--- src/rtl/pkt_words_to_bytes_if.sv ---
// Word-side and byte-side handshake bundle for the packet word-to-byte serializer.
// The slave modport is the serializer, the master modport is its surroundings.
interface pkt_words_to_bytes_if;
    logic [31:0] in_data;
    logic [11:0] in_bytecount;
    logic        in_last;
    logic        in_valid;
    logic        in_ready;
    logic [7:0]  txdata;
    logic        txvalid;
    logic        txready;
    logic        txeop;

    modport master (
        output in_data, in_bytecount, in_last, in_valid,
        input  in_ready,
        input  txdata, txvalid, txeop,
        output txready
    );

    modport slave (
        input  in_data, in_bytecount, in_last, in_valid,
        output in_ready,
        output txdata, txvalid, txeop,
        input  txready
    );
endinterface

--- src/rtl/pkt_words_to_bytes.sv ---
// Serializes little-endian 32-bit packet words into a byte stream, with optional
// zero padding to a minimum length, optional IEEE 802.3 FCS, and an end-of-packet strobe.
module pkt_words_to_bytes #(
    parameter int unsigned WITH_CRC_APPEND = 1,
    parameter int unsigned MIN_LEN         = 60
) (
    input  logic                  clk,
    input  logic                  rst_n,
    pkt_words_to_bytes_if.slave   bus
);
    localparam logic [2:0] S_IDLE = 3'd0;
    localparam logic [2:0] S_DATA = 3'd1;
    localparam logic [2:0] S_PAD  = 3'd2;
    localparam logic [2:0] S_CRC  = 3'd3;
    localparam logic [2:0] S_EOP  = 3'd4;

    localparam logic [2:0]  S_TAIL    = (WITH_CRC_APPEND != 0) ? S_CRC : S_EOP;
    localparam logic        PAD_EN    = (MIN_LEN != 0);
    localparam logic [11:0] PAD_LIMIT = (MIN_LEN == 0) ? 12'd1 : 12'(MIN_LEN);
    localparam logic [31:0] CRC_POLY  = 32'hEDB88320;

    logic [2:0]  state;
    logic [31:0] word;
    logic [1:0]  idx;
    logic [1:0]  last_idx;
    logic        word_last;
    logic        waiting;
    logic [11:0] len;
    logic [31:0] crc;
    logic [1:0]  fcs_idx;

    logic [7:0]  data_byte;
    logic [7:0]  fcs_byte;
    logic [31:0] fcs;
    logic        data_beat;
    logic        data_fire;
    logic        word_end;
    logic        accept;
    logic [11:0] len_inc;
    logic        pad_needed;
    logic        unused_bc;

    function automatic logic [31:0] crc_next(input logic [31:0] c, input logic [7:0] d);
        logic [31:0] r;
        r = c ^ {24'd0, d};
        for (int unsigned i = 0; i < 8; i++) begin
            r = r[0] ? ((r >> 1) ^ CRC_POLY) : (r >> 1);
        end
        return r;
    endfunction

    // Only the low two count bits matter: they size the final word.
    assign unused_bc = ^bus.in_bytecount[11:2];

    assign fcs = ~crc;

    always_comb begin
        data_byte = word[7:0];
        case (idx)
            2'd0: data_byte = word[7:0];
            2'd1: data_byte = word[15:8];
            2'd2: data_byte = word[23:16];
            2'd3: data_byte = word[31:24];
            default: data_byte = word[7:0];
        endcase
    end

    always_comb begin
        fcs_byte = fcs[7:0];
        case (fcs_idx)
            2'd0: fcs_byte = fcs[7:0];
            2'd1: fcs_byte = fcs[15:8];
            2'd2: fcs_byte = fcs[23:16];
            2'd3: fcs_byte = fcs[31:24];
            default: fcs_byte = fcs[7:0];
        endcase
    end

    assign data_beat  = (state == S_DATA) && !waiting;
    assign data_fire  = data_beat && bus.txready;
    assign word_end   = data_fire && (idx == last_idx);
    assign len_inc    = len + 12'd1;
    assign pad_needed = PAD_EN && (len_inc < PAD_LIMIT);

    // The next word may only be taken once the final byte of the current one goes out.
    always_comb begin
        bus.in_ready = 1'b0;
        if (rst_n) begin
            if (state == S_IDLE) begin
                bus.in_ready = 1'b1;
            end else if (state == S_DATA) begin
                bus.in_ready = waiting || (word_end && !word_last);
            end
        end
    end

    assign accept = bus.in_valid && bus.in_ready;

    always_comb begin
        bus.txdata  = '0;
        bus.txvalid = 1'b0;
        case (state)
            S_DATA: begin
                if (!waiting) begin
                    bus.txvalid = 1'b1;
                    bus.txdata  = data_byte;
                end
            end
            S_PAD: begin
                bus.txvalid = 1'b1;
            end
            S_CRC: begin
                bus.txvalid = 1'b1;
                bus.txdata  = fcs_byte;
            end
            default: begin
                bus.txvalid = 1'b0;
            end
        endcase
    end

    assign bus.txeop = (state == S_EOP);

    always_ff @(posedge clk or negedge rst_n) begin
        if (!rst_n) begin
            state     <= S_IDLE;
            word      <= '0;
            idx       <= '0;
            last_idx  <= '0;
            word_last <= 1'b0;
            waiting   <= 1'b0;
            len       <= '0;
            crc       <= '1;
            fcs_idx   <= '0;
        end else begin
            // Word loads are shared by IDLE, the DATA wait slot and the zero-bubble reload.
            if (accept) begin
                word      <= bus.in_data;
                last_idx  <= bus.in_last ? (bus.in_bytecount[1:0] - 2'd1) : 2'd3;
                word_last <= bus.in_last;
                idx       <= '0;
                waiting   <= 1'b0;
            end
            case (state)
                S_IDLE: begin
                    if (accept) begin
                        state <= S_DATA;
                    end
                end
                S_DATA: begin
                    if (data_fire) begin
                        crc <= crc_next(crc, data_byte);
                        len <= len_inc;
                        if (word_end) begin
                            if (word_last) begin
                                state <= pad_needed ? S_PAD : S_TAIL;
                            end else if (!accept) begin
                                waiting <= 1'b1;
                            end
                        end else begin
                            idx <= idx + 2'd1;
                        end
                    end
                end
                S_PAD: begin
                    if (bus.txready) begin
                        crc <= crc_next(crc, 8'h00);
                        len <= len_inc;
                        if (!pad_needed) begin
                            state <= S_TAIL;
                        end
                    end
                end
                S_CRC: begin
                    if (bus.txready) begin
                        fcs_idx <= fcs_idx + 2'd1;
                        if (fcs_idx == 2'd3) begin
                            state <= S_EOP;
                        end
                    end
                end
                S_EOP: begin
                    crc     <= '1;
                    len     <= '0;
                    fcs_idx <= '0;
                    state   <= S_IDLE;
                end
                default: begin
                    state <= S_IDLE;
                end
            endcase
        end
    end
endmodule

--- src/flat_wrapper.sv ---
// flat-port wrapper written by rule: the top's interface ports become plain ports
module pkt_words_to_bytes_flat 
#(
    parameter int unsigned WITH_CRC_APPEND = 1,
    parameter int unsigned MIN_LEN         = 60
)
  (clk, rst_n, bus_in_data, bus_in_bytecount, bus_in_last, bus_in_valid, bus_in_ready, bus_txdata, bus_txvalid, bus_txeop, bus_txready);
  pkt_words_to_bytes_if bus_i ();
  input  logic clk;
  input  logic rst_n;
  input wire logic [$bits(bus_i.in_data)-1:0] bus_in_data;
  input wire logic [$bits(bus_i.in_bytecount)-1:0] bus_in_bytecount;
  input wire logic [$bits(bus_i.in_last)-1:0] bus_in_last;
  input wire logic [$bits(bus_i.in_valid)-1:0] bus_in_valid;
  output wire logic [$bits(bus_i.in_ready)-1:0] bus_in_ready;
  output wire logic [$bits(bus_i.txdata)-1:0] bus_txdata;
  output wire logic [$bits(bus_i.txvalid)-1:0] bus_txvalid;
  output wire logic [$bits(bus_i.txeop)-1:0] bus_txeop;
  input wire logic [$bits(bus_i.txready)-1:0] bus_txready;
  assign bus_i.in_data = bus_in_data;
  assign bus_i.in_bytecount = bus_in_bytecount;
  assign bus_i.in_last = bus_in_last;
  assign bus_i.in_valid = bus_in_valid;
  assign bus_in_ready = bus_i.in_ready;
  assign bus_txdata = bus_i.txdata;
  assign bus_txvalid = bus_i.txvalid;
  assign bus_txeop = bus_i.txeop;
  assign bus_i.txready = bus_txready;
  pkt_words_to_bytes #(.WITH_CRC_APPEND(WITH_CRC_APPEND), .MIN_LEN(MIN_LEN)) u_core (.clk(clk), .rst_n(rst_n), .bus(bus_i));
endmodule
--- config.mk ---
export PLATFORM = sky130hd
export DESIGN_NAME = pkt_words_to_bytes_flat
export DESIGN_NICKNAME = d
export VERILOG_FILES = /design/src/rtl/pkt_words_to_bytes_if.sv /design/src/rtl/pkt_words_to_bytes.sv /design/src/flat_wrapper.sv
export SDC_FILE = /design/constraint.sdc
export NUM_CORES = 1
export LEC_CHECK = 0
export ABC_AREA = 1
export CAP_MARGIN = 10
export CORE_UTILIZATION = 59
export CTS_CLUSTER_DIAMETER = 50
export DETAILED_ROUTE_END_ITERATION = 10
export PLACE_DENSITY = 0.85
export SLEW_MARGIN = 40
export SYNTH_ARGS = -nofsm -noshare
export SYNTH_HDL_FRONTEND = slang
export SYNTH_SLANG_ARGS = --single-unit
export TNS_END_PERCENT = 30
--- constraint.sdc ---
create_clock -name clk -period 2.62 [get_ports clk]
set_clock_uncertainty 0.15 [all_clocks]
set_input_delay 0.524 -clock clk [delete_from_list [all_inputs] [get_ports clk]]
set_output_delay 0.524 -clock clk [all_outputs]
set_load 0.05 [all_outputs]
Word level (Yosys, flattened, before mapping)
Index checks and enable logic that the tools add are counted.
{"block": "totals", "reg_bits": 87, "inputBits": 49, "out_inout_bits": 11, "wordCells": 122}
{"block": "classes", "addsub": 4, "magnitude_cmp": 1, "n_eq_ne": 19, "mux": 54, "bitwise": 18, "reduce_logical": 17}
{"operator": "$mux W32", "count": 18}
{"operator": "$not A13 Y14", "count": 16}
{"operator": "$pmux W32 S3", "count": 1}
{"operator": "$pmux W8 S4", "count": 2}
{"operator": "$pmux W12 S3", "count": 1}
{"operator": "$not A32 Y32", "count": 1}
{"operator": "$xor A32 B8 Y32", "count": 1}
{"operator": "$mux W12", "count": 2}
{"operator": "$mux W3", "count": 8}
{"operator": "$pmux W8 S2", "count": 1}
{"operator": "$add A12 B1 Y12 const B", "count": 1}
{"operator": "$lt A12 B6 Y1 const B", "count": 1}
{"operator": "$mux W2", "count": 6}
{"operator": "$pmux W3 S4", "count": 1}
{"operator": "$mux W1", "count": 11}
{"operator": "$ne A2 B1 Y1 const B", "count": 5}
{"operator": "$eq A2 B2 Y1 const B", "count": 4}
{"operator": "$mux W8", "count": 1}
{"operator": "$reduce_and A8 Y1", "count": 1}
{"operator": "$eq A3 B2 Y1 const B", "count": 2}
{"operator": "$ne A2 B2 Y1 const B", "count": 3}
{"operator": "$logic_and A1 B1 Y1", "count": 5}
{"operator": "$add A2 B1 Y2 const B", "count": 2}
{"operator": "$eq A2 B1 Y1 const B", "count": 2}
{"operator": "other kinds (15)", "count": 17}

Longest topological paths before layout
Gate-level depths: netlist (run 1).
{"block": "logic_depth", "depth_word": 21, "depth_mapped": 20}

Least setup slack after synthesis (run 1)
OpenSTA, ideal clock, no wires.
{"block": "synth_timing", "kind": "reg2out", "startpoint": "reg u_core.fcs_idx[0]", "endpoint": "out bus_txdata[4]", "t_arrival_ns": 1.965, "required_time_ns": 1.946, "slack_ns": -0.019, "stages_incl_launch_ff": 7, "n_path_buf": 2, "cell_sequence": "dfrtp_1 > inv_1 > ha_1 > clkbuf_1 > clkbuf_1 > a211oi_1 > o22ai_1"}
{"block": "synth_between", "elab_chain_len": 3, "word_cells_on_any_way": 6, "classes_between": "eq/ne: 3; mux: 2; reduce/logical: 1"}
{"item": "start, declared", "line": "pkt_words_to_bytes.sv:30", "text": "logic [1:0] fcs_idx;"}
{"item": "start signal, assigned", "line": "pkt_words_to_bytes.sv:176", "text": "fcs_idx <= fcs_idx + 2'd1;"}
{"item": "$eq A2 B2 Y1 (tied with other cells)", "line": "pkt_words_to_bytes.sv:70", "text": "case (fcs_idx)"}
{"item": "$pmux W8 S4 *", "line": "pkt_words_to_bytes.sv:70"}
{"item": "$pmux W8 S2 *", "line": "pkt_words_to_bytes.sv:102", "text": "case (state)"}
{"item": "end, declared", "line": "flat_wrapper.sv:16", "text": "output wire logic [$bits(bus_i.txdata)-1:0] bus_txdata;"}
Mark *: on every way between the ends. The rest lies on a longest branch, timed or not.

Final worst setup path (run 1)
{"block": "layout_timing", "startpoint": "reg u_core.idx[0]", "endpoint": "reg u_core.crc[14]"}
{"block": "layout_between", "elab_chain_len": 16, "word_cells_on_any_way": 20, "classes_between": "eq/ne: 3; mux: 11; bitwise: 5; reduce/logical: 1"}
{"item": "start, declared", "line": "pkt_words_to_bytes.sv:24", "text": "logic [1:0] idx;"}
{"item": "start signal, assigned", "line": "pkt_words_to_bytes.sv:161", "text": "idx <= idx + 2'd1;"}
{"item": "$eq A2 B2 Y1 (tied with other cells)", "line": "pkt_words_to_bytes.sv:59", "text": "case (idx)"}
{"item": "$pmux W8 S4 *", "line": "pkt_words_to_bytes.sv:59"}
{"item": "$xor A32 B8 Y32 *", "line": "pkt_words_to_bytes.sv:45", "text": "r = c ^ {24'd0, d};"}
{"item": "$mux W32 *", "line": "pkt_words_to_bytes.sv:47", "text": "r = r[0] ? ((r >> 1) ^ CRC_POLY) : (r >> 1);"}
{"item": "$not A13 Y14 (no line)"}
{"item": "$mux W32 *", "line": "pkt_words_to_bytes.sv:47"}
{"item": "$not A13 Y14 (no line)"}
{"item": "$mux W32 * (4 in series)", "line": "pkt_words_to_bytes.sv:47"}
{"item": "$not A13 Y14 (no line)"}
{"item": "$mux W32 * (2 in series)", "line": "pkt_words_to_bytes.sv:47"}
{"item": "$mux W32 *", "line": "pkt_words_to_bytes.sv:151", "text": "if (data_fire) begin"}
{"item": "$pmux W32 S3 *", "line": "pkt_words_to_bytes.sv:144", "text": "case (state)"}
{"item": "end signal, assigned", "line": "pkt_words_to_bytes.sv:152", "text": "crc <= crc_next(crc, data_byte);"}
{"item": "end signal, assigned", "line": "pkt_words_to_bytes.sv:167", "text": "crc <= crc_next(crc, 8'h00);"}
{"item": "end, declared", "line": "pkt_words_to_bytes.sv:29", "text": "logic [31:0] crc;"}
Mark *: on every way between the ends. The rest lies on a longest branch, timed or not. The select of a mux whose other input is x is not followed.
A chain may end at the register's enable or synchronous reset.

==> results.md, run 1 <==
- DP Worst Slack: -0.00257 ns
- Overall Global Routing Usage: a little under two fifths
- Hold Vio Cnt, Final: 0
- Number of synthesized flops with an enable pin: 0
- Count of final setup violators: 10
- Yosys warns: 0
- Global placement routability congestion: 0.995
- Sum Neg Setup Slack: -0.376 ns
- Crit end category: flip-flop
- Layout cell share with drive strength beyond 1: 22.5%
- Residual DRC count: 0
- MaxCap Viol Count: 0
- GR Overflow Total: 0
- Initial core utilization: about 61%
- Crit path required time: 2.77 ns
- Final instance area: 8410 µm²
- Rel. slew slack: between 50% and 60%
- Post-synthesis sequential element count: 87
- Synthesized Nets: roughly 1000
- Clock root buffer: clkbuf_8
- Port-buffer cells: 49
- CP Cell Sequence: buf_4 > ha_4 > nand2_1 > nand2_1 > o21ai_4 > nand2_1 > nand2_2 > nand2_1 > nand2_2 > nand2_1 > nand2_2 > nand2_1 > nand2_1 > nor2_1 > o21a_1
- First-pass GRT wire length: 32800 µm
- Slowest CP cell: dfrtp_2
- Antenna diode count: 0
- Synth cell types: 47
- Worst path bufs/invs: 1
- Hold Slack: approximately 0.094 ns
- Vias in the first global route: about 6600
- Top Family by Delay on Critical Path: simple AND/OR/NAND/NOR gates
- DP Area: ~7700 µm²
- Max Slew Vio Count: 0
- FFs w/ async S/R, synth: 100%
- Status: finished, violations left
- Die ar.: between 10000 and 15000 µm²
- Starting DRT DRC Count: around 940
- Clock slew at reported path FFs: roughly 0.1 ns
- Crit Path Max Fanout: 8
- Pre-antenna DRT Iters: 8
- Detailed placer's ending HPWL: around 14000 µm
- Die X: between 100 and 150 µm
- Mapped Cells: 966
- FP Rows: 38
- CP max stage delay: around 0.46 ns
- Slew at the pin closest to its max-slew limit: around 0.65 ns
- Unrepaired setup endpoints after global routing: yes
- Clock Tree Buf Depth: 2
- Tcrit/Tclk final: 103%
- Largest net degree at the start of global routing: between 50 and 60
- Syn avg cell area: just under 7 µm²
- CTS tree: done
- Die Ht: approximately 110 µm
- Mapped Area: ~6600 µm²
- Final setup margin: -0.0832 ns
- Nets: about 1100
- DRT Wirelength: 22400 µm
- Clk_lat worst skew: roughly 0.38 ns
- Setup Crit Path Kind: flip-flop to flip-flop
- H-tree levels: 3
- CP arrival: 2.86 ns
- Number of I/O pins: 60
- P&R area growth vs syn: 26.5%
- Sequential area share after synthesis: 33.4%
- Via density: slightly above 6
- Number of clock sinks: just under 90
- Number of buffers created by CTS: 9
- Core Region: around 11000 µm²
- Synth Flop Type: dfrtp_1
- Violated checks: setup timing
- Crit start category: flip-flop
- Initial antenna violation count: 0
- Hold crit path type: primary input to async pin
- Tmin final: roughly 2.7 ns
- Most used cell, CP: nand2_1
- Number of antenna-violating nets in the routed design: 0
- Via count: around 7300
- Drt wl/cell: 18.5 µm
- F_max: ~370 MHz
==> cell usage in the layout, fill, tap and decap left out, drive strengths merged, types with 10 or more instances in the layout <==
| cell type | netlist | final |
|---|---|---|
| a21oi | 25 | 25 |
| a22oi | 10 | 10 |
| buf | 25 | 89 |
| clkbuf | 11 | 13 |
| clkdlybuf4s50 | 0 | 37 |
| dfrtp | 55 | 55 |
| dfstp | 32 | 32 |
| inv | 90 | 90 |
| nand2 | 384 | 384 |
| nand3 | 77 | 77 |
| nor2 | 39 | 39 |
| o21ai | 39 | 39 |
| o22ai | 22 | 22 |
| or2 | 17 | 17 |
| xnor2 | 35 | 35 |
| xor2 | 53 | 53 |
==> worst paths after layout <==
kind	start	end	slack (ns)	depth (start not counted)
max in group asynchronous	rst_n	u_core.idx[1]$_DFF_PN0_	1.70	2
worst min-delay path	rst_n	u_core.word[6]$_DFFE_PN0P_	0.09	2
worst max-delay path	u_core.idx[0]$_DFF_PN0_	u_core.crc[14]$_DFFE_PN1P_	-0.08	15
min in group clk	u_core.word[28]$_DFFE_PN0P_	u_core.word[28]$_DFFE_PN0P_	0.34	2
worst min register to register	u_core.word[28]$_DFFE_PN0P_	u_core.word[28]$_DFFE_PN0P_	0.34	2
worst max register to register	u_core.idx[0]$_DFF_PN0_	u_core.crc[14]$_DFFE_PN1P_	-0.08	15
==> routing by layer <==
layer	vias to the layer above	part of all wire (%)	GRT usage, %
met5	-	0	0
li1	3283	-	-
met4	0	5.6	18.5
met3	141	12	8.50
met2	601	46	59.5
met1	3324	37	46.4
==> state kept, by name, summed over array words and instances, names as in the netlist <==
| name | flops |
|---|---|
| u_core.crc | 32 |
| u_core.word | 32 |
| u_core.len | 12 |
| u_core.state | 3 |
| u_core.fcs_idx | 2 |
| u_core.idx | 2 |
| u_core.last_idx | 2 |
| u_core.waiting | 1 |
| u_core.word_last | 1 |
==> Yosys cell counts, types with 3 or more instances <==
cell	count	area share (%)
nor3_1	4	0.30
buf_2	17	1.3
a22oi_1	10	1.1
o22ai_1	22	2.1
buf_4	5	0.56
inv_1	83	4.7
or2_1	3	0.28
nand4_1	6	0.56
a21boi_1	4	0.45
o21a_1	3	0.34
xnor2_1	35	4.6
nand3_1	77	5.8
dfstp_2	32	13
xor2_1	52	6.9
a211oi_1	8	0.90
dfrtp_1	55	21
nand2_1	368	21
or2_4	3	0.40
clkbuf_1	10	0.56
a21oi_1	25	1.9
nor2_1	37	2.1
a32oi_1	4	0.53
o21ai_2	3	0.40
inv_2	7	0.40
ha_1	9	1.7
o21ai_0	34	2.6
or2_2	11	1.0
nand2_2	15	1.4
==> repair_timing <==
action	in CTS	in global routing
setup endpoints to repair	15	30
setup buffers	5	14
hold buffers	0	0
gates resized for setup	33	62
pin swaps	2	18
gates cloned	0	0
==> final cells by class <==
type	count	area (µm²)
fillers	717	2480
flip-flops and latches	87	2220
inverters	91	359
clock inverters	3	25.0
multi-input cells	752	4250
clock buffers	13	169
repair buffers	126	1210
well taps	140	175
==> kinds of logic (layout without fill, tap and decap cells) <==
family,Yosys count,after routing,synth area share [%]
simple gates,529,529,33.4
flops,87,87,33.4
compound gates,126,126,11.8
buf+inv,127,233,8.02
fa+ha+maj,9,9,1.69
xor+xnor,88,88,11.7
==> per-stage QoR <==
stage                     cells  util, %
after floorplan             966        -
after global placement     1177     70.7
after detailed placement   1177     70.7
after CTS                  1198     74.1
after global routing       1212     77.2
final                      1212     77.2
Power of run 1 is not shown: default switching activity piles up to over one toggle a cycle in this logic, so the estimate is an artifact.
==> run 2: changes to the inputs <==
--- a/config.mk
+++ b/config.mk
@@ -7,10 +7,10 @@
 export LEC_CHECK = 0
 export ABC_AREA = 1
 export CAP_MARGIN = 10
-export CORE_UTILIZATION = 59
+export CORE_UTILIZATION = 53
 export CTS_CLUSTER_DIAMETER = 50
 export DETAILED_ROUTE_END_ITERATION = 10
-export PLACE_DENSITY = 0.85
+export PLACE_DENSITY = 0.78
 export SLEW_MARGIN = 40
 export SYNTH_ARGS = -nofsm -noshare
 export SYNTH_HDL_FRONTEND = slang
==> results.md, run 2 (synthesis gave the netlist of run 1 again) <==
- Status: finished, violations left
- Violated checks: setup timing
- Global placement routability congestion: 1.06 (+6.7%)
- Port-buffer cells: 49 (unchanged)
- Pre-antenna DRT Iters: 7 (-1)
- Most frequent cells in the layout: 343 x nand2_1, 76 x inv_1, 73 x nand3_1, 67 x buf_4, 53 x dfrtp_1
- Clock root buffer: clkbuf_16
- Fill cells: 967 (+35%)
- Crit start category: flip-flop
- Antenna diode count: 0 (unchanged)
- Clock slew at reported path FFs: 0.07 ns (-0.03 ns)
- Crit Path Max Fanout: 14 (+6)
- Hold Vio Cnt, Final: 0 (unchanged)
- Overall Global Routing Usage: 32.6% (-4.3 points)
- Clock Tree Buf Depth: 2 (unchanged)
- Rel. slew slack: 58.7% (+2.0 points)
- Hold crit path type: primary input to async pin
- DRT Wirelength: 20400 µm (-9.1%)
- Placed instance count: 1208 (+2.6%)
- Setup Crit Path Kind: flip-flop to output port
- Vias in the first global route: 6565 (-0.83%)
- Tcrit/Tclk final: 103% (-0.22 points)
- First-pass GRT wire length: 32300 µm (-1.5%)
- Detailed placer's ending HPWL: 14300 µm (-0.80%)
- CTS tree: done
- FP Rows: 40 (+5.3%)
- Number of I/O pins: 60 (unchanged)
- Sum Neg Setup Slack: -0.155 ns (+0.221 ns)
- Initial antenna violation count: 0 (unchanged)
- P&R area growth vs syn: 27.5%
- Number of antenna-violating nets in the routed design: 0 (unchanged)
- Number of buffers created by CTS: 9 (unchanged)
- Drt wl/cell: 16.5 µm (-11%)
- Most common cell after layout, fill and taps aside: nand2_1
- Nets: 1120 (-0.44%)
- GR Overflow Total: 0 (unchanged)
- F_max: 371 MHz (+0.22%)
- Via density: 5.60 (-7.6%)
- Die X: 114 µm (+5.4%)
- Final setup margin: -0.0773 ns (+0.00588 ns)
- Max Slew Vio Count: 0 (unchanged)
- Die ar.: 13000 µm² (+11%)
- H-tree levels: 3 (unchanged)
- Count of final setup violators: 5 (-5)
- Clk_lat worst skew: 0.36 ns (-0.02 ns)
- MaxCap Viol Count: 0 (unchanged)
- Core Region: 12100 µm² (+11%)
- Unrepaired setup endpoints after global routing: yes
- Regs by FF count: u_core.crc: 32 flops, u_core.word: 32 flops, u_core.len: 12 flops
- Crit end category: output port
- Layout cell share with drive strength beyond 1: 22.3% (-0.18 points)
- Tmin final: 2.70 ns (-0.00588 ns)
- Initial core utilization: 54.9% (-6.2 points)
- Via count: 6922 (-5.8%)
- Non-Filler Instances: 1235 (+1.9%)
- Die Ht: 114 µm (+5.4%)
- Starting DRT DRC Count: 628 (-33%)
- Number of clock sinks: 87 (unchanged)
- Slew at the pin closest to its max-slew limit: 0.619 ns (-0.0303 ns)
- CP arrival: 2.02 ns (-0.84 ns)
- Crit path required time: 1.95 ns (-0.82 ns)
- Largest net degree at the start of global routing: 88 (+73%)
- Residual DRC count: 0 (unchanged)
[run 2: changes by cell type in the layout (fill, tap and decap cells not counted), moves of 3 or more]
cell,before,now
nor2_2,0,3
nand2_2,24,28
nand2_1,351,343
clkbuf_16,0,9
o22ai_2,6,3
buf_4,73,67
nand2_4,9,13
clkbuf_8,12,1
ha_1,2,5
[run 2: final timing paths]
kind,startpoint,to,slack [ns],cells after the start
setup / recovery,u_core.idx[1]$_DFF_PN0_,bus_txdata[4],-0.08,8
hold reg to reg,u_core.word[5]$_DFFE_PN0P_,u_core.word[5]$_DFFE_PN0P_,0.33,2
min in group clk,u_core.word[5]$_DFFE_PN0P_,u_core.word[5]$_DFFE_PN0P_,0.33,2
hold / removal,rst_n,u_core.word[31]$_DFFE_PN0P_,0.07,2
setup reg to reg,u_core.idx[0]$_DFF_PN0_,u_core.crc[2]$_DFFE_PN1P_,0.06,14
max in group asynchronous,rst_n,u_core.crc[8]$_DFFE_PN1P_,1.83,2
[run 2: per-stage QoR]
stage	utilization (%)	area [µm²]	worst slack [ns]	hold WS, ns
6_report	70.0	8480	-0.0773	0.0696
5_1_grt	70.0	8480	-0.131	0.134
4_1_cts	67.8	8210	-0.0345	0.113
3_5_place_dp	64.0	7750	-0.0254	0.309
3_3_place_gp	64.0	7750	-0.00995	0.306
2_1_floorplan	-	6650	-0.0186	0.0784
[run 2: repair_timing]
| item | 4_1_cts | 5_1_grt |
|---|---|---|
| gates cloned | 0 | 0 |
| endpoints found under the setup margin | 10 | 29 |
| buffers inserted | 8 | 4 |
| resized for setup | 27 | 63 |
| pin swaps | 6 | 21 |
| hold buffers | 0 | 0 |
[run 2: cell type report]
cell class | count | area [µm²] | share of cell area, %
multi-input cells | 752 | 4230 | 49.9
flip-flops and latches | 87 | 2220 | 26.2
repair buffers | 121 | 1180 | 13.9
inverters | 91 | 352 | 4.15
clock buffers | 10 | 239 | 2.82
well taps | 168 | 210 | 2.48
clock inverters | 6 | 51.3 | 0.605
[run 2: per-layer routing]
layer / part of all wire [%] / global-route usage (%) / vias up / wire length (µm)
li1: - / - / 3283 / -
met1: 41 / 41.6 / 3212 / 8330
met2: 45 / 50.3 / 331 / 9190
met3: 8.8 / 7.76 / 96 / 1790
met4: 5.2 / 19.3 / 0 / 1060
met5: 0 / 0 / - / 0
[run 2: worst max-delay path: stages (launching register included)]
cell	delay, ns
dfrtp_2	0.47
inv_4	0.07
ha_4	0.18
inv_6	0.10
or2_1	0.25
nand2_2	0.10
buf_4	0.15
o22ai_4	0.18
buf_12	0.16
Power of run 2 is left out for the same reason.
==> patch, RTL diff (config.mk and constraints of run 1) <==
`WITH_CRC_APPEND` is set to 1 in 2 places; all go to 0.
--- a/src/rtl/pkt_words_to_bytes.sv
+++ b/src/rtl/pkt_words_to_bytes.sv
@@ -3,3 +3,3 @@
 module pkt_words_to_bytes #(
-    parameter int unsigned WITH_CRC_APPEND = 1,
+    parameter int unsigned WITH_CRC_APPEND = 0,
     parameter int unsigned MIN_LEN         = 60
--- a/src/flat_wrapper.sv
+++ b/src/flat_wrapper.sv
@@ -3,3 +3,3 @@
 #(
-    parameter int unsigned WITH_CRC_APPEND = 1,
+    parameter int unsigned WITH_CRC_APPEND = 0,
     parameter int unsigned MIN_LEN         = 60
Check against the original RTL: same outputs for any inputs over 4 cycles, from zero or initial values and one cycle with rst_n low; that may be too few to reach the edited logic, so the function may still have changed.
==> patch against run 1 <==
  * The flow still finishes with violations (setup timing)
  * Worst hold slack gained 0.24 ns
  * Area after synthesis grew 1.9%
  * Die area grew 1.8%
  * Global-route usage grew 0.26 points
  * Synthesized cell count shrank 0.93%
  * Via count shrank 4.5%
  * Wire length shrank 5.7%
  * Final area grew 0.28%
  * Sequential cell count is the same
  * Setup slack gained 0.030 ns
  * Critical path type is now flop to primary output
Power is left out: the tool's default activity adds up to more than one toggle a clock period on the data nets, which glitch-free logic cannot reach.
==> patch: results (changes against run 1) <==
outcome: finished with violations
violated checks: setup timing
syn nets: 1015 (-0.88%)
clock edge transition at the registers on the reported setup and hold paths: 0.07 ns (-0.03 ns)
overall routing resource usage: 37.2% (+0.26 points)
router iterations before antenna repair: 6 (-2)
share of post-route cells with drive strength above 1: 22.4% (-0.10 points)
proportion of synthesized chip area in sequential cells: 32.7% (-0.61 points)
Global Route met3 Usage: 6.87% (-1.6 points)
number of hold buffers added after cts: 1 (+1)
signed area change from the synthesized netlist to the final layout: 24.5%
final-layout setup total negative slack: -0.0827 ns (+0.293 ns)
Initial DRC Count: 906 (-3.9%)
class of the most critical hold timing path: flop to flop
most area-consuming cells after synthesis: sky130_fd_sc_hd__dfrtp_1 (20%), sky130_fd_sc_hd__nand2_1 (19%), sky130_fd_sc_hd__dfstp_2 (12%), sky130_fd_sc_hd__xor2_1 (7.5%), sky130_fd_sc_hd__nand3_1 (5.3%)
largest net degree at the start of global routing: 46 (-9.8%)
vias after detailed routing: 7021 (-4.5%)
final worst-path setup slack: -0.0532 ns (+0.0300 ns)
vias in the first global route: 6460 (-2.4%)
Data arrival, critical path: 2.00 ns (-0.86 ns)
met2 Resource Use GR: 59.4% (about the same)
number of distinct standard cells referenced by the synthesized netlist: 51 (+8.5%)
post-placement worst setup slack: -0.0628 ns (-0.0602 ns)
gp weighted congestion: 1.04 (+4.3%)
number of cell instances on the worst register-to-register path: 14 (-1)
number of resized instances in the post-cts repair step: 26 (-21%)
routed length on met2: 9580 µm (-6.3%)
number of setup violations in the final report: 2 (-8)
fill cell instance count of the final layout: 786 (+9.6%)
later-pin clock latency in the skew report: 0.36 ns (-0.02 ns)
post-synthesis share of cell area spent on full adders, half adders and majority gates: 1.66% (-0.031 points)
CTS root buffer: sky130_fd_sc_hd__clkbuf_16
Cell Area, Placed: 0.00773 mm² (+0.39%)
met3 wire length: 2010 µm (-27%)
post-route met1 wirelength: 8640 µm (+5.6%)
number of standard cells after synthesis: 957 (-0.93%)
wire length after detailed routing: 21100 µm (-5.7%)
Post CTS Setup Buffer Count: 8 (+3)
[patch: changes by cell type after synthesis, sizes merged, moves of 3 or more]
cell / change
nand2: -14
a21oi: +9
o21a: -3
xnor2: -7
a21boi: -4
inv: -5
xor2: +6
nand3: -4
a31oi: +3
a22oi: -4
o21ai: +11
[patch: worst paths after layout]
kind / end / slack [ns] / startpoint
min in group asynchronous: u_core.waiting / 0.41 / rst_n
hold / removal: u_core.word[10] / 0.33 / u_core.word[10]
hold reg to reg: u_core.word[10] / 0.33 / u_core.word[10]
setup / recovery: bus_txdata[2] / -0.05 / u_core.idx[0]
setup reg to reg: u_core.crc[27] / 0.11 / u_core.idx[1]
max in group asynchronous: u_core.idx[0] / 1.11 / rst_n
[patch: cell type report]
type                    count  share of cell area, %
clock buffers              12                   2.92
clock inverters             4                  0.668
inverters                  86                   3.93
multi-input cells         749                   50.6
flip-flops and latches     87                   26.3
well taps                 140                   2.08
repair buffers            121                   13.5
